==> config.mk <==
export PLATFORM = sky130hd
export DESIGN_NAME = dotprod_stream_flat
export DESIGN_NICKNAME = d
export VERILOG_FILES = /design/src/rtl/dotprod_stream_if.sv /design/src/rtl/dotprod_stream.sv /design/src/flat_wrapper.sv
export SDC_FILE = /design/constraint.sdc
export NUM_CORES = 1
export LEC_CHECK = 0
export BUFFER_PORTS_ARGS = -buffer_cell sky130_fd_sc_hd__buf_2
export CAP_MARGIN = 20
export CORE_ASPECT_RATIO = 1.4
export CORE_MARGIN = 2
export CORE_UTILIZATION = 60
export DETAILED_ROUTE_END_ITERATION = 6
export PLACE_DENSITY_LB_ADDON = 0.1
export SLEW_MARGIN = 20
export SYNTH_ARGS = -nofsm -noshare
export SYNTH_HDL_FRONTEND = slang
export SYNTH_SLANG_ARGS = --single-unit
==> constraint.sdc <==
create_clock -name clk -period 5.1 [get_ports clk]
set_input_delay 0.255 -clock clk [delete_from_list [all_inputs] [get_ports clk]]
set_output_delay 0.255 -clock clk [all_outputs]
set_load 0.02 [all_outputs]
==> src/rtl/dotprod_stream_if.sv <==
// Streaming dot-product handshake bundle: element-pair input stream and result output.
// The slave modport is the dotprod_stream side; the master modport is the producer/consumer side.
interface dotprod_stream_if #(
  parameter int DW = 16,
  parameter int OW = 19
);
  logic          in_valid;
  logic          in_ready;
  logic [DW-1:0] in_a;
  logic [DW-1:0] in_b;
  logic          out_valid;
  logic          out_ready;
  logic [OW-1:0] out;

  modport master (
    output in_valid, in_a, in_b, out_ready,
    input  in_ready, out_valid, out
  );

  modport slave (
    input  in_valid, in_a, in_b, out_ready,
    output in_ready, out_valid, out
  );
endinterface

==> src/rtl/dotprod_stream.sv <==
// Streaming dot product of N element pairs with a registered, held result.
// Optional macro DOTPROD_STREAM_SIGNED_EN selects two's complement operands (default unsigned).
//
// state | meaning
// ACC   | accepting pairs, accumulating products
// DONE  | result valid on out, waiting for out_ready
module dotprod_stream #(
  parameter int N  = 8,
  parameter int DW = 16
) (
  input  logic            clk,
  input  logic            nreset,
  dotprod_stream_if.slave bus
);
  localparam int OW = DW + $clog2(N);
  localparam int CW = $clog2(N) + 1;
  localparam int PW = (2 * DW > OW) ? 2 * DW : OW;

  typedef enum logic {ACC = 1'b0, DONE = 1'b1} state_t;

  state_t        state, state_nxt;
  logic [OW-1:0] acc;
  logic [OW-1:0] out_r;
  logic [CW-1:0] cnt;
  logic [PW-1:0] a_x, b_x, prod_w;
  logic [OW-1:0] sum;
  logic          xfer;
  logic          last;

`ifdef DOTPROD_STREAM_SIGNED_EN
  assign a_x = PW'($signed(bus.in_a));
  assign b_x = PW'($signed(bus.in_b));
`else
  assign a_x = PW'(bus.in_a);
  assign b_x = PW'(bus.in_b);
`endif

  // Low PW bits of the product are identical for signed and unsigned once extended.
  assign prod_w = a_x * b_x;
  assign sum    = acc + prod_w[OW-1:0];
  assign xfer   = (state == ACC) && bus.in_valid;
  assign last   = (cnt == CW'(N - 1));

  always_ff @(posedge clk or negedge nreset) begin
    if (!nreset) state <= ACC;
    else         state <= state_nxt;
  end

  always_comb begin
    state_nxt = state;
    case (state)
      ACC:  if (xfer && last) state_nxt = DONE;
      DONE: if (bus.out_ready) state_nxt = ACC;
      default: state_nxt = ACC;
    endcase
  end

  always_comb begin
    bus.in_ready  = 1'b0;
    bus.out_valid = 1'b0;
    case (state)
      ACC:     bus.in_ready  = 1'b1;
      DONE:    bus.out_valid = 1'b1;
      default: bus.in_ready  = 1'b0;
    endcase
  end

  always_ff @(posedge clk or negedge nreset) begin
    if (!nreset) begin
      acc   <= '0;
      cnt   <= '0;
      out_r <= '0;
    end else if (xfer) begin
      acc <= sum;
      cnt <= cnt + 1'b1;
      if (last) out_r <= sum;
    end else if ((state == DONE) && bus.out_ready) begin
      acc <= '0;
      cnt <= '0;
    end
  end

  assign bus.out = out_r;
endmodule

==> src/flat_wrapper.sv <==
// flat-port wrapper written by rule: the top's interface ports become plain ports
module dotprod_stream_flat 
#(
  parameter int N  = 8,
  parameter int DW = 16
)
  (clk, nreset, bus_in_valid, bus_in_a, bus_in_b, bus_out_ready, bus_in_ready, bus_out_valid, bus_out);
  dotprod_stream_if #(.DW(DW), .OW((19))) bus_i ();
  input  logic clk;
  input  logic nreset;
  input wire logic [$bits(bus_i.in_valid)-1:0] bus_in_valid;
  input wire logic [$bits(bus_i.in_a)-1:0] bus_in_a;
  input wire logic [$bits(bus_i.in_b)-1:0] bus_in_b;
  input wire logic [$bits(bus_i.out_ready)-1:0] bus_out_ready;
  output wire logic [$bits(bus_i.in_ready)-1:0] bus_in_ready;
  output wire logic [$bits(bus_i.out_valid)-1:0] bus_out_valid;
  output wire logic [$bits(bus_i.out)-1:0] bus_out;
  assign bus_i.in_valid = bus_in_valid;
  assign bus_i.in_a = bus_in_a;
  assign bus_i.in_b = bus_in_b;
  assign bus_i.out_ready = bus_out_ready;
  assign bus_in_ready = bus_i.in_ready;
  assign bus_out_valid = bus_i.out_valid;
  assign bus_out = bus_i.out;
  dotprod_stream #(.N(N), .DW(DW)) u_core (.clk(clk), .nreset(nreset), .bus(bus_i));
endmodule
==> run summary, run 1 <==
critical path class: in -> reg
slowest CP cell: fa_2
ratio of cells with drive above 1 in the final layout: 0.2113
CP Launch Point: bus_in_a[7]
RSZ-0062 raised after global routing: yes
setup_tns: 0 ns
Fill cells: 964
antenna cells: 0
ANT nets after route: 0
Fin Hold WS: -0.05378 ns
post-DR wirelength/cell: 17.19 µm
buffers added on ports: 56
Routed WL: 18.69 mm
Crit. End Element: flop
Final #Nets: 1,167
Placed Area: 8378 µm²
status: finished, violations left
Syn Inst Count: 820
final setup vio count: 0
Pre-antenna DRT Iters: 4
Netlist Area Pre-Place: 7405 µm²
Startpoint Class: input port
CTS max path bufs: 2
final hold violations: 43
CTS root buf: clkbuf_16
syn avg cell area: 9.030 µm²
Final HPWL DP: 15.76 mm
Slew @ Worst Pin: 0.7120 ns
RR Endpoint: u_core.bus.out[14]
Worst R2R Path Depth: 15
most frequent CP cell: fa_1
met3 Track Usage GR: 0.02735
FFs w/ async S/R, synth: 1.000
GR Layer Usage met1: 0.3486
Starting Density: 0.6073
Post-route DRC: 0
Clock Latency Late Sink: 0.29 ns
routing usage on met2: 0.5780
#FFs+latches synth: 43
GPL Wtd Cong: 0.9307
Arrival @ worst endpoint: 5.21 ns
Hold Crit Class: in -> async
DR vias/cell: 5.285
first-pass GRT wire length: 31.73 mm
CTS tree: yes
area of the multi-input gates: 5602 µm²
CP required: 5.28 ns
number of global-route vias before repair: 6,715
critical path's top delay family: adder cells
Global Route Usage Sum: 0.3047
Top FF cell, synth: dfrtp_1
Largest stage delay, worst path: 0.56 ns
GR Overflow Total: 0
Die W: 97.89 µm
vias post-DR: 5,745
clock slew at reported path FFs: 0.06 ns
worst reg2reg startpoint: u_core.acc[8]
Post-Layout Inst Area: 8821 µm²
# clock sinks: 43
total core area: 12,190 µm²
sequential element share of the synthesized area: 0.1453
Die Y: 135.4 µm
Rel. slew slack: 0.5228
Max Cap Viol: 0
IO Pins: 57
Final Critical Period: 5.031 ns
worst path bufs/invs: 5
Starting DRT DRC Count: 171
synth warn: 0
initial antenna violation count: 0
largest net degree at the start of global routing: 44
Post-synth EDFFs: 0
die area: 13,260 µm²
Max Clk Rate: 0.1988 GHz
R2R Setup Slk: 0.85 ns
CP cell instances: buf_12 -> and2_4 -> fa_1 -> inv_2 -> fa_1 -> inv_2 -> fa_2 -> fa_1 -> fa_1 -> inv_2 -> fa_1 -> inv_2 -> ha_4 -> a21o_1 -> a41oi_2 -> o21bai_1 -> xor2_1 -> mux2_2
Final Max Slew Viols: 0
Clock H-tree levels: 2
Site Rows: 48
Synth cell types: 38
clk_skew: 0.006810 ns
CTS buffer count: 5
Synth Net Count: 1,051
fin crit share: 0.9866
Sequential Area: 1076 µm²
layout overhead on the synthesized area: 19.13%
GR peak layer: met2
crit-path max FO: 8
failing checks: negative hold slack
cell usage after synthesis, types with 2 or more instances:
| cell type | instances | area (µm²) |
|---|---|---|
| a211o_1 | 2 | 17.52 |
| nand2_1 | 142 | 533.0 |
| o31ai_1 | 2 | 15.01 |
| nand3_1 | 4 | 20.02 |
| xnor2_1 | 30 | 262.8 |
| nor2b_1 | 3 | 18.77 |
| o21ai_0 | 18 | 90.09 |
| fa_1 | 136 | 2723 |
| a21oi_1 | 9 | 45.04 |
| and2_1 | 71 | 444.2 |
| a22o_1 | 14 | 122.6 |
| inv_1 | 207 | 777.0 |
| dfrtp_1 | 43 | 1076 |
| nand4_1 | 2 | 12.51 |
| o21a_1 | 3 | 22.52 |
| nand2b_1 | 3 | 18.77 |
| clkbuf_1 | 24 | 90.09 |
| ha_1 | 59 | 738.2 |
| buf_2 | 3 | 15.01 |
| a21o_1 | 4 | 30.03 |
| a211oi_1 | 3 | 22.52 |
| mux2_2 | 6 | 67.56 |
| nor2_1 | 9 | 33.78 |
| xor2_1 | 9 | 78.83 |
cells by family after synthesis:
logic type | Yosys count | share of synthesized area
multiplexers | 7 | 0.01115
flip-flops | 43 | 0.1453
adder cells (fa/ha/maj) | 195 | 0.4674
AO/OA/AOI/OAI | 61 | 0.05542
XOR/XNOR | 40 | 0.04917
AND/OR/NAND/NOR | 239 | 0.1517
buffers and inverters | 235 | 0.1198
how the worst max path moves through the flow:
stage               slack (ns)                  to  cells after the start
floorplan                0.006  u_core.bus.out[16]                     19
global placement         -0.33  u_core.bus.out[17]                     16
detailed placement       -0.33  u_core.bus.out[17]                     17
CTS                       0.02  u_core.bus.out[18]                     20
global route             -0.06  u_core.bus.out[14]                     18
finish                    0.07  u_core.bus.out[14]                     18
registers in the layout (all words and copies together) (netlist names):
| name | flops |
|---|---|
| u_core.acc | 19 |
| u_core.bus.out | 19 |
| u_core.cnt | 4 |
| u_core.state | 1 |
per-stage QoR:
stage | hold WS [ns] | util | instances | worst slack (ns)
floorplan | -0.04059 | - | 820 | 0.006024
global placement | 0.4487 | 0.6872 | 1075 | -0.3320
detailed placement | 0.4568 | 0.6872 | 1075 | -0.3337
CTS | 0.1465 | 0.7033 | 1084 | 0.01772
global route | 0.009895 | 0.7235 | 1087 | -0.05702
finish | -0.05378 | 0.7235 | 1087 | 0.06856
worst reg2reg max path, cell delays in order, from the launching register on:
cell and delay, ns:
dfrtp_1 0.36, inv_1 0.06, fa_1 0.53, inv_1 0.05, fa_1 0.51, inv_1 0.06
fa_1 0.50, fa_1 0.50, inv_1 0.04, ha_1 0.29, o21a_1 0.22, o21a_1 0.21
a41oi_2 0.24, o21bai_1 0.11, xor2_1 0.17, mux2_2 0.28
layout make-up:
class | instances | share of cell area
Sequential cell | 43 | 0.1220
Clock inverter | 2 | 0.004397
Inverter | 207 | 0.08809
Multi-Input combinational cell | 542 | 0.6350
Timing Repair Buffer | 137 | 0.1135
Clock buffer | 6 | 0.01574
Tap cell | 150 | 0.02128
placed cells by master (no fill, tap or decap), types with 4 or more instances in the layout:
| cell | n |
|---|---|
| a22o_1 | 14 |
| inv_2 | 8 |
| fa_2 | 5 |
| clkbuf_16 | 5 |
| buf_4 | 84 |
| nor2_1 | 9 |
| a21o_1 | 4 |
| o21ai_0 | 13 |
| a21oi_1 | 7 |
| and2_4 | 11 |
| and2_1 | 60 |
| xor2_1 | 9 |
| fa_1 | 131 |
| o21ai_1 | 4 |
| buf_2 | 37 |
| nand2_1 | 140 |
| ha_1 | 55 |
| buf_6 | 12 |
| dfrtp_1 | 43 |
| inv_1 | 199 |
| xnor2_1 | 30 |
| mux2_2 | 6 |
what timing repair did:
action / CTS / global route
resized for setup: 4 / 92
buffers inserted: 1 / 3
hold buffers: 0 / 0
pin swaps: 2 / 43
setup endpoints to repair: 4 / 14
routing by layer:
metal  vias up  routed length (µm)
met5         -                   0
met4         0                 761
met3        62                 798
met2       174               10290
met1      2867                6837
li1       2642                   -
Power of run 1 is left out: the tool's default activity adds up to more than one toggle a clock period on the data nets, which glitch-free logic cannot reach.
==> run 2: changes to the inputs <==
--- a/config.mk
+++ b/config.mk
@@ -7,9 +7,11 @@
 export LEC_CHECK = 0
 export BUFFER_PORTS_ARGS = -buffer_cell sky130_fd_sc_hd__buf_2
 export CAP_MARGIN = 20
+export CELL_PAD_IN_SITES_DETAIL_PLACEMENT = 1
+export CELL_PAD_IN_SITES_GLOBAL_PLACEMENT = 2
 export CORE_ASPECT_RATIO = 1.4
 export CORE_MARGIN = 2
-export CORE_UTILIZATION = 60
+export CORE_UTILIZATION = 39
 export DETAILED_ROUTE_END_ITERATION = 6
 export PLACE_DENSITY_LB_ADDON = 0.1
 export SLEW_MARGIN = 20
==> run 2 against run 1 <==
The flow finishes with violations (negative setup slack). Critical path depth rose by 2. Register-to-register slack got worse by 0.04 ns. Final area grew 2.6%. Wire length increased by 14%. Sequential share of layout area down 0.31 points. Count of clock-buffer cells in the layout decreased by 1. Die area is 52% higher. Largest cell class unchanged.
==> run summary, run 2 (same netlist as run 1, synthesis figures left out) <==
Die W: 120.5 µm
Hold Crit Class: in -> async
final cell count without fillers: 1,182
ANT nets after route: 0
hold buffers post-CTS: 0
final hold violations: 0
Fill cells: 2,198
clock slew at reported path FFs: 0.07 ns
Crit. End Element: flop
Clock Latency Late Sink: 0.29 ns
post-DR wirelength/cell: 17.97 µm
Arrival @ worst endpoint: 5.30 ns
Max Cap Viol: 0
final setup vio count: 1
Site Rows: 59
GR Layer Usage met1: 0.2567
layout overhead on the synthesized area: 22.24%
total core area: 18,600 µm²
Starting DRT DRC Count: 129
crit-path max FO: 8
first-pass GRT wire length: 35.08 mm
Max Clk Rate: 0.1953 GHz
Clock H-tree levels: 2
failing checks: negative setup slack
Pre-antenna DRT Iters: 4
Rel. slew slack: 0.3664
CTS max path bufs: 2
antenna cells: 0
Starting Density: 0.3980
CTS tree: yes
Cells after DPL: 1,173
critical path class: in -> reg
setup ws final: -0.02031 ns
CTS buffer count: 5
CP required: 5.28 ns
Final Max Slew Viols: 0
die area: 20,120 µm²
IO Pins: 57
initial antenna violation count: 0
Die Y: 167.0 µm
Global Route Usage Sum: 0.2239
CTS root buf: clkbuf_16
Final Critical Period: 5.120 ns
fin crit share: 1.004
GPL Wtd Cong: 0.8420
Final HPWL DP: 18.47 mm
largest net degree at the start of global routing: 44
clk_skew: 0.009692 ns
GR Overflow Total: 0
DR vias/cell: 4.805
status: finished, violations left
Post-route DRC: 0
Routed WL: 21.24 mm
routing usage on met2: 0.4453
number of global-route vias before repair: 6,696
GR peak layer: met2
ratio of cells with drive above 1 in the final layout: 0.2249
buffers added on ports: 56
vias post-DR: 5,680
Slew @ Worst Pin: 0.9504 ns
Final #Nets: 1,168
# clock sinks: 43
RSZ-0062 raised after global routing: yes
met3 Track Usage GR: 0.008904
most frequent cells in the layout: 198 x inv_1, 142 x nand2_1, 130 x fa_1, 79 x buf_4, 57 x and2_1
Startpoint Class: input port
commonest non-fill, non-tap cell in the layout: inv_1
## run 2: metrics by stage
stage                 util  hold WS, ns  area, µm²  setup WS (ns)  setup TNS, ns
floorplan                -     -0.04059       7453       0.006024              0
global placement    0.4603       0.4488       8563        -0.3781         -2.553
detailed placement  0.4603       0.4582       8563        -0.4320         -3.351
CTS                 0.4711       0.1470       8765      -0.008261      -0.009178
global route        0.4865       0.1888       9051        -0.1519        -0.5237
finish              0.4865       0.1058       9051       -0.02031       -0.02031
## run 2: cell type report
| cell class | instances | area (µm²) | area share |
|---|---|---|---|
| flip-flops and latches | 43 | 1076 | 0.1189 |
| inverters | 207 | 777.0 | 0.08584 |
| clock buffers | 5 | 125.1 | 0.01382 |
| multi-input cells | 542 | 5702 | 0.6299 |
| well taps | 244 | 305.3 | 0.03373 |
| clock inverters | 3 | 43.79 | 0.004838 |
| repair buffers | 138 | 1022 | 0.1129 |
## run 2: final timing paths
kind	startpoint	endpoint	slack, ns	cells after the start
setup / recovery	bus_in_b[1]	u_core.bus.out[18]	-0.02	20
hold / removal	nreset	u_core.state	0.11	1
setup reg to reg	u_core.acc[3]	u_core.bus.out[15]	0.81	19
hold reg to reg	u_core.bus.out[7]	u_core.bus.out[7]	0.48	2
max in group asynchronous	nreset	u_core.acc[6]	4.39	1
min in group clk	bus_out_ready	u_core.state	0.19	2
## run 2: metal layers
layer / wire (µm) / part of all wire / vias up
met5: 0 / 0 / -
met4: 563 / 0.027 / 0
met3: 337 / 0.016 / 23
met1: 8184 / 0.39 / 2921
met2: 12160 / 0.57 / 90
li1: - / - / 2646
## run 2: critical path: stages
cell and delay (ns):
buf_4 0.15, and2_4 0.15, fa_1 0.53, inv_1 0.06, fa_1 0.53, inv_1 0.05
fa_1 0.49, inv_1 0.05, fa_1 0.59, fa_1 0.45, fa_1 0.50, inv_1 0.06
ha_4 0.21, a21o_1 0.18, a21oi_4 0.14, nor2_2 0.05, a211oi_2 0.28, o31ai_4 0.13
xnor2_2 0.17, mux2_4 0.27
## run 2: repair_timing
item                       4_1_cts  5_1_grt
pin swaps                        7       46
setup buffers                    1        0
setup endpoints to repair        5       13
gates resized for setup          6       95
Power of run 2 is left out for the same reason.
